[src/rtl/sysid_probe_pkg.sv]
// Shared types and constants for the sysid probe master.
// Holds the FSM encoding, error codes and slave word map.
package sysid_probe_pkg;

  typedef enum logic [2:0] {
    IDLE   = 3'd0,
    RD_ID  = 3'd1,
    LAT_ID = 3'd2,
    RD_TS  = 3'd3,
    LAT_TS = 3'd4,
    CHECK  = 3'd5
  } state_e;

  localparam logic [1:0] ERR_NONE    = 2'd0;
  localparam logic [1:0] ERR_ID      = 2'd1;
  localparam logic [1:0] ERR_TS      = 2'd2;
  localparam logic [1:0] ERR_TIMEOUT = 2'd3;

  localparam logic ADDR_ID = 1'b0;
  localparam logic ADDR_TS = 1'b1;

  // ID mismatch outranks a timestamp mismatch.
  function automatic logic [1:0] check_code(
    input logic id_ok,
    input logic ts_ok
  );
    logic [1:0] code;
    code = ERR_NONE;
    if (!id_ok) begin
      code = ERR_ID;
    end else if (!ts_ok) begin
      code = ERR_TS;
    end
    return code;
  endfunction

endpackage

[src/rtl/sysid_probe_rdport.sv]
// Single Avalon-MM read engine for the sysid probe.
// Owns the stall/timeout counter and the fixed-latency counter.
module sysid_probe_rdport #(
  parameter int unsigned READ_LATENCY   = 0,
  parameter int unsigned TIMEOUT_CYCLES = 255
) (
  input  logic        clk_i,
  input  logic        rst_ni,
  input  logic        req_i,
  input  logic        lat_i,
  input  logic        waitrequest_i,
  input  logic [31:0] readdata_i,
  output logic        read_o,
  output logic        accept_o,
  output logic        timeout_o,
  output logic        cap_o,
  output logic [31:0] data_o
);

  localparam logic NO_LAT = (READ_LATENCY == 0);
  localparam logic [15:0] TO_LAST =
    16'(TIMEOUT_CYCLES - 1);
  localparam logic [1:0] LAT_LAST =
    2'(READ_LATENCY > 0 ? READ_LATENCY - 1 : 0);

  logic [15:0] wait_q, wait_d;
  logic [1:0]  lat_q, lat_d;
  logic        stall;

  assign read_o    = req_i;
  assign stall     = req_i & waitrequest_i;
  assign accept_o  = req_i & ~waitrequest_i;
  assign timeout_o = stall & (wait_q == TO_LAST);
  assign data_o    = readdata_i;

  assign cap_o = NO_LAT ? accept_o
                        : (lat_i & (lat_q == LAT_LAST));

  // Stall count runs only while a read is stalled; latency count only in LAT_*.
  always_comb begin
    wait_d = '0;
    lat_d  = '0;
    if (stall && !timeout_o) begin
      wait_d = wait_q + 16'd1;
    end
    if (lat_i && !cap_o) begin
      lat_d = lat_q + 2'd1;
    end
  end

  // Counter registers.
  always_ff @(posedge clk_i or negedge rst_ni) begin
    if (!rst_ni) begin
      wait_q <= '0;
      lat_q  <= '0;
    end else begin
      wait_q <= wait_d;
      lat_q  <= lat_d;
    end
  end

endmodule

[src/rtl/sysid_probe_master.sv]
// Avalon-MM master that reads sysid ID and timestamp words
// and checks them against the expected build values.
module sysid_probe_master
  import sysid_probe_pkg::*;
#(
  parameter logic [31:0] EXPECTED_ID    = 32'h0000_0000,
  parameter logic [31:0] EXPECTED_TS    = 32'h0000_0000,
  parameter int unsigned READ_LATENCY   = 0,
  parameter int unsigned TIMEOUT_CYCLES = 255
) (
  input  logic        clock,
  input  logic        reset_n,
  input  logic        start,
  output logic        avm_address,
  output logic        avm_read,
  input  logic        avm_waitrequest,
  input  logic [31:0] avm_readdata,
  output logic        busy,
  output logic        done,
  output logic        pass,
  output logic [1:0]  error_code,
  output logic [31:0] id_value,
  output logic [31:0] ts_value
);

  localparam logic NO_LAT = (READ_LATENCY == 0);

  state_e      state_q, state_d;
  logic        pass_q, pass_d;
  logic [1:0]  err_q, err_d;
  logic [31:0] id_q, id_d;
  logic [31:0] ts_q, ts_d;
  logic        tmo_q, tmo_d;

  logic        in_rd, in_lat;
  logic        accept, timeout, cap;
  logic [31:0] rdata;
  logic        id_ok, ts_ok;
  logic [1:0]  chk_err;

  assign in_rd  = (state_q == RD_ID) || (state_q == RD_TS);
  assign in_lat = (state_q == LAT_ID) || (state_q == LAT_TS);

  sysid_probe_rdport #(
    .READ_LATENCY   (READ_LATENCY),
    .TIMEOUT_CYCLES (TIMEOUT_CYCLES)
  ) u_rdport (
    .clk_i         (clock),
    .rst_ni        (reset_n),
    .req_i         (in_rd),
    .lat_i         (in_lat),
    .waitrequest_i (avm_waitrequest),
    .readdata_i    (avm_readdata),
    .read_o        (avm_read),
    .accept_o      (accept),
    .timeout_o     (timeout),
    .cap_o         (cap),
    .data_o        (rdata)
  );

  assign avm_address = ((state_q == RD_TS) || (state_q == LAT_TS))
                     ? ADDR_TS : ADDR_ID;

  assign id_ok   = (id_q == EXPECTED_ID);
  assign ts_ok   = (EXPECTED_TS == 32'h0) || (ts_q == EXPECTED_TS);
  assign chk_err = check_code(id_ok, ts_ok);

  // Verdict is live during CHECK so it is valid alongside done.
  assign busy       = (state_q != IDLE);
  assign done       = (state_q == CHECK) | tmo_q;
  assign pass       = (state_q == CHECK) ? (id_ok & ts_ok) : pass_q;
  assign error_code = (state_q == CHECK) ? chk_err : err_q;
  assign id_value   = id_q;
  assign ts_value   = ts_q;

  // Sequence the two reads, capture words, and latch the verdict.
  always_comb begin
    state_d = state_q;
    pass_d  = pass_q;
    err_d   = err_q;
    id_d    = id_q;
    ts_d    = ts_q;
    tmo_d   = 1'b0;
    unique case (state_q)
      IDLE: begin
        if (start) state_d = RD_ID;
      end
      RD_ID: begin
        if (timeout) begin
          state_d = IDLE;
          tmo_d   = 1'b1;
          err_d   = ERR_TIMEOUT;
          pass_d  = 1'b0;
        end else if (accept) begin
          state_d = NO_LAT ? RD_TS : LAT_ID;
        end
        if (cap) id_d = rdata;
      end
      LAT_ID: begin
        if (cap) begin
          id_d    = rdata;
          state_d = RD_TS;
        end
      end
      RD_TS: begin
        if (timeout) begin
          state_d = IDLE;
          tmo_d   = 1'b1;
          err_d   = ERR_TIMEOUT;
          pass_d  = 1'b0;
        end else if (accept) begin
          state_d = NO_LAT ? CHECK : LAT_TS;
        end
        if (cap) ts_d = rdata;
      end
      LAT_TS: begin
        if (cap) begin
          ts_d    = rdata;
          state_d = CHECK;
        end
      end
      CHECK: begin
        pass_d  = id_ok & ts_ok;
        err_d   = chk_err;
        state_d = IDLE;
      end
      default: state_d = IDLE;
    endcase
  end

  // State and result registers; reset abandons any read in flight.
  always_ff @(posedge clock or negedge reset_n) begin
    if (!reset_n) begin
      state_q <= IDLE;
      pass_q  <= 1'b0;
      err_q   <= ERR_NONE;
      id_q    <= '0;
      ts_q    <= '0;
      tmo_q   <= 1'b0;
    end else begin
      state_q <= state_d;
      pass_q  <= pass_d;
      err_q   <= err_d;
      id_q    <= id_d;
      ts_q    <= ts_d;
      tmo_q   <= tmo_d;
    end
  end

endmodule
[config.mk]
export PLATFORM = sky130hd
export DESIGN_NAME = sysid_probe_master
export DESIGN_NICKNAME = d
export VERILOG_FILES = /design/src/rtl/sysid_probe_pkg.sv /design/src/rtl/sysid_probe_rdport.sv /design/src/rtl/sysid_probe_master.sv
export SDC_FILE = /design/constraint.sdc
export NUM_CORES = 1
export LEC_CHECK = 0
export CAP_MARGIN = 5
export CORE_MARGIN = 8
export CORE_UTILIZATION = 44
export CTS_CLUSTER_DIAMETER = 80
export DETAILED_ROUTE_END_ITERATION = 8
export GPL_TIMING_DRIVEN = 0
export PLACE_DENSITY_LB_ADDON = 0.15
export SLEW_MARGIN = 30
export SYNTH_ARGS = -nofsm -noshare
export SYNTH_HDL_FRONTEND = slang
export SYNTH_HIERARCHICAL = 1
export SYNTH_SLANG_ARGS = --single-unit
[constraint.sdc]
create_clock -name clock -period 1.9 [get_ports clock]
set_clock_uncertainty 0.1 [all_clocks]
set_input_delay 0.285 -clock clock [delete_from_list [all_inputs] [get_ports clock]]
set_output_delay 0.285 -clock clock [all_outputs]
set_load 0.005 [all_outputs]
==> results of run 1 <==
where the power goes:
| group | switching, uW | total [uW] | internal [uW] |
|---|---|---|---|
| registers | 616 | 3240 | 2620 |
| clock network | 678 | 1290 | 610 |
| logic | 1520 | 4960 | 3430 |
final cells by class:
| type | count | area, um^2 | area share |
|---|---|---|---|
| buffer | 41 | 376.6 | 0.06515 |
| clock buffer | 9 | 123.9 | 0.02143 |
| clock inverter | 6 | 70.07 | 0.01212 |
| inverter | 3 | 11.26 | 0.001948 |
| multi-input combinational | 170 | 1793 | 0.3102 |
| sequential | 87 | 2177 | 0.3766 |
| tap | 111 | 138.9 | 0.02403 |
| timing repair buffer | 108 | 1090 | 0.1885 |
per-stage QoR:
| stage | hold slack, ns | area [um^2] | utilization | std cells |
|---|---|---|---|---|
| 2_1_floorplan | -0.1106 | 4133 | - | 304 |
| 3_3_place_gp | 0.3900 | 5012 | 0.5476 | 489 |
| 3_5_place_dp | 0.1201 | 5041 | 0.5508 | 490 |
| 4_1_cts | 0.04524 | 5679 | 0.6205 | 532 |
| 5_1_grt | 0.03593 | 5781 | 0.6316 | 535 |
| 6_report | 0.06686 | 5781 | 0.6316 | 535 |
repair_timing:
action                                  4_1_cts  5_1_grt
hold buffers                                  1        0
pin swaps                                     8        8
cloned                                        3        0
setup buffers                                23        9
endpoints found under the setup margin       41       40
gates resized for setup                      68       39
endpoints found under the hold margin        40        0
state kept, by name, indices dropped and copies added, names as in the netlist:
name             count
err_q                2
u_rdport/wait_q     16
state_q              3
tmo_q                1
id_value            32
pass_q               1
ts_value            32
routing by layer:
metal | vias up | global-route usage | wire length [um]
met5 | - | 0 | 0
met4 | 0 | 0.04586 | 44
met3 | 2 | 0.04348 | 494
met2 | 69 | 0.2482 | 4682
met1 | 1339 | 0.2046 | 4387
li1 | 1256 | - | -
worst min-delay path by stage:
stage,cells past startpoint,endpoint,startpoint
detailed placement,1,ts_value[8],reset_n
CTS,2,ts_value[3],avm_readdata[3]
global route,2,ts_value[4],avm_readdata[4]
global placement,1,ts_value[0],ts_value[0]
floorplan,0,err_q[0],reset_n
finish,2,ts_value[10],avm_readdata[10]
worst max-delay path: cells and delay by family (launching register included):
kind	cells	cell delay [ns]
AOI/OAI and AO/OA	1	0.07
buffers and inverters	2	0.27
DFF	1	0.40
and+or+nand+nor	3	0.75
==> flow_metrics.env, run 1 <==
export IMPL_ios=107
export IMPL_finalWirelength_um=9608
export IMPL_dr_first_iter_drc_count=123
export IMPL_power_density_nw_per_um2=1640
export IMPL_rsz0062_at_grt="true"
export IMPL_cp_slowest_cell="dfrtp_1"
export IMPL_antennaDiodeCount=0
export IMPL_clock_latency_ns=0.35
export IMPL_cts_sinks=87
export IMPL_cts_max_level=3
export IMPL_vias=2666
export IMPL_cts_reportedPaths_clkPinSlew_ns=0.10
export IMPL_hold_path_class="in -> reg"
export IMPL_remaining_drc_errors=0
export IMPL_core_um2=9153
export IMPL_worst_slack_ns=-0.3121
export IMPL_cts_buffer_depth=2
export IMPL_start_util=0.4481
export IMPL_ant_nets=0
export IMPL_worst_slew_pin_transition_ns=0.3897
export IMPL_synth_area_um2=4101
export IMPL_fin_crit_ns=2.212
export IMPL_cts_tree="yes"
export IMPL_path_class="reg -> out"
export IMPL_nets=458
export IMPL_grt_pass1_vias=2841
export IMPL_worstPathCellList="nor4_2, nand2_1, nor4_4, buf_4, a21o_1, buf_2"
export IMPL_syn_instance_count=304
export IMPL_worstReg2RegEnd="id_value[5]"
export IMPL_timing_rr_start="state_q[0]"
export IMPL_grt_ovfl_total=0
export IMPL_n_fill_cell=721
export IMPL_status="finished, violations left"
export IMPL_finalHoldViolCount=0
export IMPL_drive_gt1_frac=0.4528
export IMPL_dp_hpwl_um=6646
export IMPL_crit_start="id_value[20]"
export IMPL_slew_violations=0
export IMPL_die_w_um=112.5
export IMPL_grt_pass1_wl_um=15700
export IMPL_worst_endpoint_arrival_ns=1.83
export IMPL_cts_buffers=9
export IMPL_final_cell_mix="dfrtp_1 (87), clkdlybuf4s50_1 (66), mux2_4 (62), buf_4 (54), nor2_1 (20)"
export IMPL_grt_max_degree=48
export IMPL_tns_ns=-2.687
export IMPL_dr_pass1_iters=4
export IMPL_start_kind="flip-flop"
export IMPL_reg2regPathDepth=10
export IMPL_power_uw=9482
export IMPL_track_usage=0.1569
export IMPL_violations="negative setup slack"
export IMPL_slew_headroom=0.7402
export IMPL_fp_dieH_um=112.5
export IMPL_worstPathMaxFanout=3
export IMPL_cp_data_required_time_ns=1.51
export IMPL_endpoint_kind="output port"
export IMPL_peakVddDrop_uv=828.9
export IMPL_areaGrowthSynthToFinish_pct=40.94
export IMPL_finalCritPeriodShare=1.164
export IMPL_drv_cap=0
export IMPL_preCtsSetupSlack_ns=-0.5876
export IMPL_antenna_found_initial=0
export IMPL_rows=35
export IMPL_fmax_mhz=452.1
export IMPL_reg2reg_slack_ns=-0.11
export IMPL_p_leak_uw=0.002643
export IMPL_final_common_cell="dfrtp_1"
export IMPL_critPathCapture="pass"
export IMPL_ys_warn_count=6
export IMPL_place_gp_congestion=0.7987
export IMPL_cpPeakStageDelay_ns=0.40
export IMPL_synth_fp_nets=342
export IMPL_avgRoutedWirePerCell_um=17.96
export IMPL_synth_area_per_cell_um2=13.49
export IMPL_die_area_um2=12670
export IMPL_finalSetupViolCount=59
export IMPL_cts_root_buf="clkbuf_8"
export IMPL_port_buffers=74
export IMPL_via_per_inst=4.983
Note: power is estimated with default switching activity, not from simulation.
==> inputs of run 2 (changes only) <==
- CORE_UTILIZATION: 44 -> 35
==> run 2 against run 1 <==
  * The run still ends with negative setup slack left
  * Worst hold slack better by 0.011 ns
  * Cell count rose by 6.9%
  * Critical path type unchanged
  * Core utilization decreased by 11 points
  * Die area grew 22%
  * Highest routed layer unchanged
==> flow_metrics.env, run 2 (synthesis gave the netlist of run 1 again) <==
export IMPL_status="finished, violations left"
export IMPL_violations="negative setup slack"
export IMPL_worst_slew_pin_transition_ns=0.3884
export IMPL_drive_gt1_frac=0.4545
export IMPL_final_util=0.5214
export IMPL_ant_nets=0
export IMPL_core_um2=11420
export IMPL_cts_buffers=9
export IMPL_areaGrowthSynthToFinish_pct=45.15
export IMPL_worst_slack_ns=-0.3524
export IMPL_cts_reportedPaths_clkPinSlew_ns=0.07
export IMPL_worst_endpoint_arrival_ns=1.87
export IMPL_finalWirelength_um=10230
export IMPL_vias=2697
export IMPL_hold_end="ts_value[22]"
export IMPL_peakVddDrop_uv=991.1
export IMPL_place_gp_congestion=0.8042
export IMPL_final_cell_mix="dfrtp_1 (86), clkdlybuf4s50_1 (66), mux2_4 (56), buf_4 (55), nor2_1 (19)"
export IMPL_slew_violations=0
export IMPL_cts_sinks=87
export IMPL_p_leak_uw=0.002710
export IMPL_avgRoutedWirePerCell_um=17.89
export IMPL_grt_pass1_wl_um=16610
export IMPL_cts_max_level=3
export IMPL_finalSetupViolCount=27
export IMPL_timing_rr_start="state_q[2]"
export IMPL_drv_cap=0
export IMPL_reg2reg_slack_ns=-0.05
export IMPL_start_kind="flip-flop"
export IMPL_power_density_nw_per_um2=1688
export IMPL_hold_path_class="in -> reg"
export IMPL_hold_path_depth=2
export IMPL_start_util=0.3592
export IMPL_dp_hpwl_um=6926
export IMPL_holdCritStartpoint="avm_readdata[22]"
export IMPL_port_buffers=74
export IMPL_fp_dieH_um=124.3
export IMPL_slew_headroom=0.7411
export IMPL_endpoint_kind="output port"
export IMPL_fmax_mhz=444.0
export IMPL_dr_pass1_iters=4
export IMPL_track_usage=0.1321
export IMPL_antenna_found_initial=0
export IMPL_rsz0062_at_grt="true"
export IMPL_rows=39
export IMPL_grt_pass1_vias=2922
export IMPL_dr_first_iter_drc_count=150
export IMPL_worstReg2RegEnd="id_value[22]"
export IMPL_die_w_um=124.3
export IMPL_die_area_um2=15440
export IMPL_cts_tree="yes"
export IMPL_via_per_inst=4.715
export IMPL_final_common_cell="dfrtp_1"
export IMPL_fin_crit_ns=2.252
export IMPL_cts_root_buf="clkbuf_16"
export IMPL_reg2regPathDepth=9
export IMPL_finalHoldViolCount=0
export IMPL_grt_max_degree=51
export IMPL_cts_buffer_depth=2
export IMPL_path_class="reg -> out"
export IMPL_preCtsSetupSlack_ns=-0.6042
export IMPL_remaining_drc_errors=0
export IMPL_cp_data_required_time_ns=1.51
export IMPL_ios=107
export IMPL_antennaDiodeCount=0
export IMPL_clock_latency_ns=0.34
export IMPL_nets=462
export IMPL_worstPathMaxFanout=2
export IMPL_grt_ovfl_total=0
export IMPL_finalCritPeriodShare=1.185
==> run 2: power breakdown <==
part,internal (uW),switching [uW]
Sequential,2630,605
Clock,1030,771
Combinational,3460,1560
==> run 2: timing repair <==
| action | CTS | global route |
|---|---|---|
| resized for setup | 75 | 11 |
| endpoints found under the setup margin | 43 | 43 |
| endpoints found under the hold margin | 37 | 0 |
| pin swaps | 7 | 5 |
| gates cloned | 3 | 0 |
| hold buffers | 1 | 0 |
| buffers inserted | 26 | 7 |
==> run 2: routing by layer <==
metal | GRT usage | vias to the layer above | part of all wire
met1 | 0.1762 | 1355 | 0.47
met3 | 0.03234 | 10 | 0.048
met5 | 0 | - | 0
li1 | - | 1265 | -
met2 | 0.2025 | 67 | 0.47
met4 | 0.04890 | 0 | 0.014
==> run 2: metrics by stage <==
step	instances	area (um^2)	hold slack [ns]	power [uW]	setup TNS (ns)
after floorplan	304	4133	-0.1106	5120	0
after global placement	521	5052	0.3898	7070	-259.50
after detailed placement	522	5081	0.1232	7150	-10.43
after CTS	568	5884	0.07163	10040	-1.357
after global routing	572	5953	0.06777	10600	-3.130
final	572	5953	0.07760	10050	-1.438
==> run 2: worst max-delay path: stages (launching register included) <==
cell and delay [ns]:
dfrtp_1 0.39, nor4_2 0.31, nand2_1 0.17, nor4_4 0.31, buf_4 0.16, a21o_1 0.07
buf_2 0.12
==> run 2: area by class of cell <==
| cell class | count | area (um^2) |
|---|---|---|
| inverter | 3 | 11.26 |
| multi-input combinational | 170 | 1782 |
| buffer | 41 | 349.1 |
| fill | 1010 | 5465 |
| sequential | 87 | 2178 |
| clock buffer | 9 | 225.2 |
| tap | 143 | 178.9 |
| clock inverter | 7 | 78.83 |
| timing repair buffer | 112 | 1150 |
==> run 2: worst max path at each step <==
stage / cells past startpoint / startpoint / endpoint
6_report: 6 / id_value[25] / pass
5_1_grt: 6 / id_value[25] / pass
4_1_cts: 6 / id_value[25] / pass
3_5_place_dp: 5 / id_value[27] / pass
3_3_place_gp: 1 / reset_n / u_rdport/wait_q[6]
2_1_floorplan: 8 / state_q[2] / id_value[10]
